--- src/rtl/mouse_pkg.sv ---
// Shared types and constants for the PS/2 mouse packet decoder.
// MOUSE_WHEEL_EN adds the fourth (wheel) packet byte state.
package mouse_pkg;

   typedef enum logic [2:0] {
      S_IDLE,
      S_B0,
      S_B1,
      S_B2,
`ifdef MOUSE_WHEEL_EN
      S_B3,
`endif
      S_UPDATE
   } state_t;

   localparam int BTN_L = 0;
   localparam int BTN_R = 1;
   localparam int BTN_M = 2;
   localparam int ALIGN = 3;
   localparam int XS    = 4;
   localparam int YS    = 5;
   localparam int XO    = 6;
   localparam int YO    = 7;

   localparam int DEF_X_MAX = 159;
   localparam int DEF_Y_MAX = 119;

   function automatic logic [7:0] sat_inc(input logic [7:0] v);
      return (v == 8'hFF) ? v : v + 8'd1;
   endfunction

endpackage

--- src/rtl/mouse_axis_clamp.sv ---
// One cursor axis: overflow saturation of the 9-bit delta, add (or
// subtract when NEGATE) in 11-bit signed, then clamp to [0, MAX].
module mouse_axis_clamp #(
   parameter int MAX    = 255,
   parameter bit NEGATE = 1'b0
) (
   input  logic [7:0] pos_i,
   input  logic       sign_i,
   input  logic       ovf_i,
   input  logic [7:0] mag_i,
   output logic [8:0] delta_o,
   output logic [7:0] pos_o
);

   logic signed [10:0] step;
   logic signed [10:0] base;
   logic signed [10:0] sum;

   always_comb begin
      delta_o = {sign_i, mag_i};
      if (ovf_i) delta_o = sign_i ? 9'h100 : 9'h0FF;
      step = $signed({{2{delta_o[8]}}, delta_o});
      base = $signed({3'b000, pos_i});
      sum  = NEGATE ? (base - step) : (base + step);
      if (sum < 11'sd0) pos_o = 8'd0;
      else if (sum > $signed(11'(MAX))) pos_o = 8'(MAX);
      else pos_o = sum[7:0];
   end

endmodule

--- src/rtl/mouse_packet_decoder.sv ---
// Collects PS/2 mouse bytes into packets and tracks a clamped cursor.
// Define MOUSE_WHEEL_EN for 4-byte wheel packets (MOUSE_DZ live).
module mouse_packet_decoder
   import mouse_pkg::*;
#(
   parameter int X_MAX          = DEF_X_MAX,
   parameter int Y_MAX          = DEF_Y_MAX,
   parameter int TIMEOUT_CYCLES = 2_000_000
) (
   input  logic       CLK,
   input  logic       RESET,
   input  logic       ENABLE,
   input  logic [7:0] BYTE_READ,
   input  logic [1:0] BYTE_ERROR_CODE,
   input  logic       BYTE_READY,
   output logic       READ_ENABLE,
   output logic [7:0] MOUSE_STATUS,
   output logic [8:0] MOUSE_DX,
   output logic [8:0] MOUSE_DY,
   output logic [3:0] MOUSE_DZ,
   output logic [7:0] MOUSE_X,
   output logic [7:0] MOUSE_Y,
   output logic       PACKET_VALID,
   output logic [7:0] ERR_CNT
);

   localparam int TW = $clog2(TIMEOUT_CYCLES + 1);
   localparam logic [TW-1:0] TMO_LAST = TW'(TIMEOUT_CYCLES - 1);

   state_t        state_q, state_d;
   logic [7:0]    b0_q, b0_d, b1_q, b1_d, b2_q, b2_d;
   logic [TW-1:0] tmo_q, tmo_d;
   logic [7:0]    err_q;
   logic [7:0]    status_q, x_q, y_q;
   logic [8:0]    dx_q, dy_q;
   logic          re_q, pv_q;
   logic          drop;
   logic          byte_bad;
   logic [8:0]    dx_w, dy_w;
   logic [7:0]    x_w, y_w;
`ifdef MOUSE_WHEEL_EN
   logic [3:0]    b3_q, b3_d, dz_q;
`endif

   always_comb begin
      state_d  = state_q;
      b0_d     = b0_q;
      b1_d     = b1_q;
      b2_d     = b2_q;
`ifdef MOUSE_WHEEL_EN
      b3_d     = b3_q;
`endif
      tmo_d    = '0;
      drop     = 1'b0;
      byte_bad = BYTE_ERROR_CODE != 2'b00;
      unique case (state_q)
         S_IDLE: if (ENABLE) state_d = S_B0;
         // a byte arriving during S_UPDATE already starts the next packet
         S_B0, S_UPDATE: begin
            state_d = S_B0;
            if (BYTE_READY) begin
               if (byte_bad || !BYTE_READ[ALIGN]) begin
                  drop = 1'b1;
               end else begin
                  b0_d    = BYTE_READ;
                  state_d = S_B1;
               end
            end
         end
         default: begin
            if (BYTE_READY && byte_bad) begin
               drop    = 1'b1;
               state_d = S_B0;
            end else if (BYTE_READY) begin
               unique case (state_q)
                  S_B1: begin
                     b1_d    = BYTE_READ;
                     state_d = S_B2;
                  end
`ifdef MOUSE_WHEEL_EN
                  S_B2: begin
                     b2_d    = BYTE_READ;
                     state_d = S_B3;
                  end
                  default: begin
                     b3_d    = BYTE_READ[3:0];
                     state_d = S_UPDATE;
                  end
`else
                  default: begin
                     b2_d    = BYTE_READ;
                     state_d = S_UPDATE;
                  end
`endif
               endcase
            end else if (tmo_q == TMO_LAST) begin
               drop    = 1'b1;
               state_d = S_B0;
            end else begin
               tmo_d = tmo_q + 1'b1;
            end
         end
      endcase
      if (!ENABLE) begin
         state_d = S_IDLE;
         drop    = 1'b0;
      end
   end

   mouse_axis_clamp #(.MAX(X_MAX), .NEGATE(1'b0)) u_x (
      .pos_i   (x_q),
      .sign_i  (b0_q[XS]),
      .ovf_i   (b0_q[XO]),
      .mag_i   (b1_q),
      .delta_o (dx_w),
      .pos_o   (x_w)
   );

   mouse_axis_clamp #(.MAX(Y_MAX), .NEGATE(1'b1)) u_y (
      .pos_i   (y_q),
      .sign_i  (b0_q[YS]),
      .ovf_i   (b0_q[YO]),
      .mag_i   (b2_q),
      .delta_o (dy_w),
      .pos_o   (y_w)
   );

   always_ff @(posedge CLK) begin
      if (RESET) begin
         state_q  <= S_IDLE;
         b0_q     <= '0;
         b1_q     <= '0;
         b2_q     <= '0;
         tmo_q    <= '0;
         err_q    <= '0;
         status_q <= '0;
         dx_q     <= '0;
         dy_q     <= '0;
         x_q      <= 8'(X_MAX / 2);
         y_q      <= 8'(Y_MAX / 2);
         re_q     <= 1'b0;
         pv_q     <= 1'b0;
`ifdef MOUSE_WHEEL_EN
         b3_q     <= '0;
         dz_q     <= '0;
`endif
      end else begin
         state_q <= state_d;
         b0_q    <= b0_d;
         b1_q    <= b1_d;
         b2_q    <= b2_d;
         tmo_q   <= tmo_d;
         if (drop) err_q <= sat_inc(err_q);
         re_q    <= state_d != S_IDLE;
         pv_q    <= state_q == S_UPDATE;
`ifdef MOUSE_WHEEL_EN
         b3_q    <= b3_d;
`endif
         if (state_q == S_UPDATE) begin
            status_q <= b0_q;
            dx_q     <= dx_w;
            dy_q     <= dy_w;
            x_q      <= x_w;
            y_q      <= y_w;
`ifdef MOUSE_WHEEL_EN
            dz_q     <= b3_q;
`endif
         end
      end
   end

   assign READ_ENABLE  = re_q;
   assign MOUSE_STATUS = status_q;
   assign MOUSE_DX     = dx_q;
   assign MOUSE_DY     = dy_q;
   assign MOUSE_X      = x_q;
   assign MOUSE_Y      = y_q;
   assign PACKET_VALID = pv_q;
   assign ERR_CNT      = err_q;
`ifdef MOUSE_WHEEL_EN
   assign MOUSE_DZ     = dz_q;
`else
   assign MOUSE_DZ     = 4'd0;
`endif

endmodule

--- config.mk ---
export PLATFORM = sky130hd
export DESIGN_NAME = mouse_packet_decoder
export DESIGN_NICKNAME = d
export VERILOG_FILES = /design/src/rtl/mouse_pkg.sv /design/src/rtl/mouse_axis_clamp.sv /design/src/rtl/mouse_packet_decoder.sv
export SDC_FILE = /design/constraint.sdc
export NUM_CORES = 1
export LEC_CHECK = 0
export CAP_MARGIN = 40
export CORE_ASPECT_RATIO = 0.75
export CORE_UTILIZATION = 37
export DETAILED_ROUTE_END_ITERATION = 12
export PLACE_DENSITY_LB_ADDON = 0.05
export SYNTH_ARGS = -nofsm -noshare
export SYNTH_HDL_FRONTEND = slang
export SYNTH_HIERARCHICAL = 1
export SYNTH_SLANG_ARGS = --single-unit
--- constraint.sdc ---
create_clock -name CLK -period 3.1 [get_ports CLK]
set_clock_uncertainty 0.15 [all_clocks]
set_input_delay 0.93 -clock CLK [delete_from_list [all_inputs] [get_ports CLK]]
set_output_delay 0.93 -clock CLK [all_outputs]
set_load 0.01 [all_outputs]
# Word level (Yosys, flattened, before mapping)
# Index checks and enable logic that the tools add are counted.
[totals]
output_inout_bits = 56
inputBits = 14
ff_bits = 100
wordCells = 67
[op_classes]
addsub = 4
bitwise_logic = 5
n_reduce_logical = 13
n_mux = 23
n_lt_le_gt_ge = 4
n_eq_ne = 5
[op_table]
columns = ["op", "n"]
rows = [
  ["9-bit 2-to-1 mux", 4],
  ["8-bit 2-to-1 mux", 4],
  ["11-bit by 1-bit < comparator with 1-bit output (second input constant)", 2],
  ["21-bit by 1-bit adder with 21-bit output (second input constant)", 1],
  ["21-bit == test (second input constant)", 1],
  ["3-bit 2-to-1 mux", 5],
  ["11-bit by 8-bit greater-than comparator with 1-bit output (second input constant)", 1],
  ["11-bit by 9-bit greater-than comparator with 1-bit output (second input constant)", 1],
  ["9-bit by 9-bit adder with 10-bit output", 1],
  ["9-bit by 9-bit subtractor with 10-bit output", 1],
  ["8-bit by 1-bit adder with 8-bit output (second input constant)", 1],
  ["8-bit == test (second input constant)", 1],
  ["4-bit AND reduction", 2],
  ["7-bit OR reduction", 1],
  ["1-bit 2-to-1 mux", 6],
  ["3-bit one-hot mux with 2 select lines", 1],
  ["1-bit inverter", 5],
  ["2-bit 2-to-1 mux", 2],
  ["3-bit by 1-bit == test with 1-bit output (second input constant)", 1],
  ["3-bit by 2-bit == test with 1-bit output (second input constant)", 1],
  ["3-bit == test (second input constant)", 1],
  ["3-bit zero test", 1],
  ["3-bit AND reduction", 1],
  ["3-bit nonzero test", 1],
  ["8 further kinds", 8],
]

# Logic depth before layout (Yosys ltp)
[logic_depth]
ltp_word = 7
depth_mapped = 14
mapped_depth_nobuf = 13

# Cells and area by module
# Netlist, hierarchy kept.
[modules_own_cells]
columns = ["module", "area_each_um2", "instances", "cells_per_inst"]
rows = [
  ["mouse_packet_decoder", 3961.3, 1, 451],
  ["mouse_axis_clamp at u_y", 713.2, 1, 95],
  ["mouse_axis_clamp at u_x", 625.6, 1, 88],
]

# Worst setup path before layout
# No wires, ideal clock.
[synth_timing]
kind = "reg-to-reg"
from = "register b0_q[7]"
to = "register y_q[3] (netlist: MOUSE_Y[3])"
required_ns = 2.888
setup_ns = 0.062
path_stages_with_launch = 15
n_path_buf = 1
setup_slack_ns = 0.050
synth_period_minus_slack_ns = 3.050
arrival_time_ns = 2.837
cell_sequence = "dfxtp_1 -> nor2b_1 -> clkbuf_1 -> a21o_2 -> ha_1 -> inv_1 -> fa_1 -> and2_1 -> a221oi_2 -> o21bai_1 -> o211a_1 -> nor4_4 -> and3_1 -> nand2_1 -> nand3b_1"
[synth_via]
elab_chain_cells = 5
elab_cells_between_ends = 6
[synth_lines]
columns = ["item", "line_no", "source"]
rows = [
  ["start: declaration", "mouse_packet_decoder.sv:31", "logic [7:0] b0_q, b0_d, b1_q, b1_d, b2_q, b2_d;"],
  ["start signal: assignment", "mouse_packet_decoder.sv:131", "b0_q <= '0;"],
  ["start signal: assignment", "mouse_packet_decoder.sv:149", "b0_q <= b0_d;"],
  ["9-bit 2-to-1 mux (*)", "mouse_axis_clamp.sv:21", "if (ovf_i) delta_o = sign_i ? 9'h100 : 9'h0FF;"],
  ["via dy_w[0]", "mouse_packet_decoder.sv:39", "logic [8:0] dx_w, dy_w;"],
  ["9-bit by 9-bit subtractor with 10-bit output (*)", "mouse_axis_clamp.sv:24", "sum = NEGATE ? (base - step) : (base + step);"],
  ["11-bit by 8-bit greater-than comparator with 1-bit output", "mouse_axis_clamp.sv:26", "else if (sum > $signed(11'(MAX))) pos_o = 8'(MAX);"],
  ["8-bit 2-to-1 mux", "mouse_axis_clamp.sv:26", ""],
  ["8-bit 2-to-1 mux (*)", "mouse_axis_clamp.sv:25", "if (sum < 11'sd0) pos_o = 8'd0;"],
  ["via y_w[3]", "mouse_packet_decoder.sv:40", "logic [7:0] x_w, y_w;"],
  ["end signal: assignment", "mouse_packet_decoder.sv:140", "y_q <= 8'(Y_MAX / 2);"],
  ["end signal: assignment", "mouse_packet_decoder.sv:164", "y_q <= y_w;"],
  ["end: declaration", "mouse_packet_decoder.sv:34", "logic [7:0] status_q, x_q, y_q;"],
]
# The timed path passes the listed nets; every way through them passes the cells marked *.
# A chain may end at the register's enable or synchronous reset.

# Worst setup path in the final report
[layout_timing]
from = "register b0_q[4]"
to = "register x_q[5] (netlist: MOUSE_X[5])"
[layout_via]
elab_chain_cells = 6
elab_cells_between_ends = 7
[layout_lines]
columns = ["item", "line_no", "source"]
rows = [
  ["9-bit 2-to-1 mux (*) (2 in a row)", "mouse_axis_clamp.sv:21", ""],
  ["via dx_w[0]", "mouse_packet_decoder.sv:39", ""],
  ["9-bit by 9-bit adder with 10-bit output (*)", "mouse_axis_clamp.sv:24", ""],
  ["11-bit by 9-bit greater-than comparator with 1-bit output", "mouse_axis_clamp.sv:26", ""],
  ["8-bit 2-to-1 mux", "mouse_axis_clamp.sv:26", ""],
  ["8-bit 2-to-1 mux (*)", "mouse_axis_clamp.sv:25", ""],
  ["via x_w[5]", "mouse_packet_decoder.sv:40", ""],
  ["end signal: assignment", "mouse_packet_decoder.sv:139", "x_q <= 8'(X_MAX / 2);"],
  ["end signal: assignment", "mouse_packet_decoder.sv:163", "x_q <= x_w;"],
  ["end: declaration", "mouse_packet_decoder.sv:34", ""],
]
# Marked as above.

==> impl_results.md <==
- Initial antenna violation count: 0
- Die area: 14800 sq um
- Max-slew violations: 0
- Fmax: 341 MHz
- Area grow syn2layout: 24.6%
- RSZ-0062 raised after global routing: no
- Hold Violations, Final: 0
- Type of the worst setup path: flip-flop to flip-flop
- Clock sink count: 100
- Final wirelength: 13.4 mm
- Count leader, synth: nand2_1
- WP data required: 3.24 ns
- CTS tree: done
- Initial DRC count: 304
- TritonCTS Buffers: 9
- Die W: 140 microns
- Family with the most delay on the worst path: simple AND/OR/NAND/NOR gates
- Yosys top cell by area: dfxtp_1
- Levels on crit path: 13
- Post-placement cell count: 874
- Hold Path Class: flip-flop to flip-flop
- Setup TNS: 0 ns
- Gr usage total: 0.188
- GRT overflow: 0
- Post-synth EDFFs: 0
- Port Buf Inserts: 65
- CP max FO: 6
- CP startpoint: b0_q[4]$_SDFFE_PP0N_
- First-pass GRT wire length: 22.0 mm
- Sequential area share after synthesis: 0.378
- Gpl congestion: 0.850
- Detail Route Antenna Nets: 0
- Synth unique cells: 75
- Crit path buf inv count: 2
- Syn Area/Cell: 8.36 sq um
- Power per cell area: 393 nW/um^2
- Core Footprint: 13800 sq um
- Critical-path top delay cell: fa_1
- Async SR Flop Fraction: 0
- Final setup viols: 0
- Fill count: 1365
- FF-to-FF Start: b0_q[4]$_SDFFE_PP0N_
- Filler-free cell count of the finished design: 890
- Max Cap Violations: 0
- Starting Density: 0.383
- Max-slew headroom: 0.636
- Clk pin slew, worst setup/hold paths: 0.08 ns
- Outcome: finished clean
- Root Buffer: clkbuf_16
- Tightest Pin Transition: 0.546 ns
- Share of cells above drive strength 1: 0.130
- Cells after Synth: 634
- Nets: 743
- Worst path cell trace: nand2b_1 > o21ai_0 > buf_4 > ha_1 > inv_1 > fa_1 > and2b_1 > o2111ai_2 > and4_4 > or3_4 > nor3_2 > nand2_1 > a21oi_1
- Post-synth top cells: nand2_1, dfxtp_1, a21oi_1, nor2_1, inv_1
- Hold Crit Depth: 2
- Routed len/inst: 15.1 microns
- Post-CTS Hold Fix Bufs: 0
- Ant. Diodes: 0
- Critical Path Source Type: flip-flop
- Critical Path Max Stage Delay: 0.40 ns
- CP endpoint kind: flip-flop
- Largest net degree at the start of global routing: 54
- Power, Total: 2.60 mW
- Io pins: 70
- Dpl hpwl: 9.70 mm
- Die height: 106 microns
- Final Critical Period: 2.93 ns
- Yosys warnings: 6
- Mapped Area: 5300 sq um
- Flops & latches, synth: 100
- Synth Flop Type: dfxtp_1
- Critical path arrival: 3.06 ns
- Residual DRC count: 0
- Worst skew pair latency: 0.35 ns
- First-pass DRT Iterations: 4
- Via count: 4574
- H-tree lvl count: 3
- Max Buffers Root-to-Sink: 2
- Vias in the first global route: 4333
- Num rows: 37
- Ranking of synthesized cells by area: dfxtp_1, nand2_1, a21oi_1
- HP Start: MOUSE_STATUS[1]$_SDFFE_PP0P_
- Peak VDD IR: 257 uV
- Tcrit/Tclk final: 0.945
- Final hold slack: 0.307 ns
- Yosys top cell area share: 0.378
- Worst reg-to-reg path cell count: 13
- LEAKAGE: 2.65 nW
- Vias/cell: 5.14
==> worst reg2reg max path, delay by kind of cell (launching register included) <==
family / cells / cell delay, ns
AND/OR/NAND/NOR: 6 / 1.28
adder cells (fa/ha/maj): 2 / 0.57
AO/OA/AOI/OAI: 3 / 0.36
flip-flops: 1 / 0.31
buffers and inverters: 2 / 0.21
==> through the flow <==
stage,area [sq um],worst slack (ns),utilization
after floorplan,5310,0.0505,-
after global placement,6240,0.0477,0.451
after detailed placement,6260,0.0307,0.452
after CTS,6570,0.00290,0.475
after global routing,6610,0.00663,0.477
final,6610,0.172,0.477
==> worst paths after layout <==
kind                                  end  slack, ns
max               MOUSE_X[5]$_SDFFE_PP0P_       0.17
min          MOUSE_STATUS[1]$_SDFFE_PP0P_       0.31
max reg2reg       MOUSE_X[5]$_SDFFE_PP0P_       0.17
min reg2reg  MOUSE_STATUS[1]$_SDFFE_PP0P_       0.31
==> timing repair <==
action / CTS / global route
setup buffers: 0 / 0
endpoints found under the setup margin: 0 / 11
gates resized for setup: 0 / 13
==> cell families (layout without fill, tap and decap cells) <==
logic type	Yosys count	in the layout	synth area share
simple gates	253	253	0.243
xor+xnor	31	31	0.0512
flops	100	100	0.378
compound gates	135	135	0.171
fa+ha+maj	19	19	0.0477
other cells	2	5	0.00142
buf+inv	67	145	0.0562
mux	27	27	0.0517
==> sequential cells by signal, summed over array words and instances, names as in the netlist <==
signal,cells
tmo_q,21
b0_q,8
MOUSE_X,8
MOUSE_Y,8
state_q,3
READ_ENABLE,1
MOUSE_STATUS,8
b1_q,8
PACKET_VALID,1
ERR_CNT,8
MOUSE_DX,9
b2_q,8
MOUSE_DY,9
==> where the power goes <==
group / total, mW / switching (mW) / internal, mW
logic: 0.109 / 0.0598 / 0.0490
clock network: 1.20 / 0.551 / 0.648
registers: 1.29 / 0.00295 / 1.29
total: 2.60 / 0.613 / 1.98
==> per-layer routing <==
metal  share of wire  wire [microns]  GRT usage  vias up
met2            0.42            5640      0.293       89
met4          0.0098             131     0.0502        0
met3           0.031             415     0.0350       12
li1                -               -          -     2326
met5               0               0          0        -
met1            0.54            7240      0.266     2147
==> area by class of cell <==
type | instances | area, sq um | area share
inverters | 32 | 120 | 0.0182
well taps | 175 | 219 | 0.0331
repair buffers | 97 | 898 | 0.136
flip-flops and latches | 100 | 2000 | 0.303
clock buffers | 9 | 225 | 0.0341
multi-input cells | 470 | 3050 | 0.461
clock inverters | 7 | 91.3 | 0.0138
==> placed cells by master, fill, tap and decap left out, types with 5 or more instances in the layout <==
| master | n |
|---|---|
| o21ai_0 | 21 |
| o21ai_1 | 7 |
| xnor2_1 | 16 |
| nand3b_1 | 10 |
| and3_1 | 5 |
| xor2_1 | 15 |
| buf_4 | 31 |
| nor2_1 | 56 |
| nand2b_1 | 7 |
| nand2_1 | 103 |
| o41ai_1 | 5 |
| inv_1 | 30 |
| mux2i_1 | 23 |
| clkdlybuf4s50_1 | 64 |
| ha_1 | 17 |
| nor3_1 | 5 |
| dfxtp_1 | 98 |
| nand3_1 | 12 |
| a21o_2 | 5 |
| or3_1 | 7 |
| clkbuf_16 | 9 |
| nand4_1 | 10 |
| conb_1 | 5 |
| a21oi_1 | 55 |
| a31oi_1 | 7 |
No activity file was read; power rests on OpenSTA's default activity.
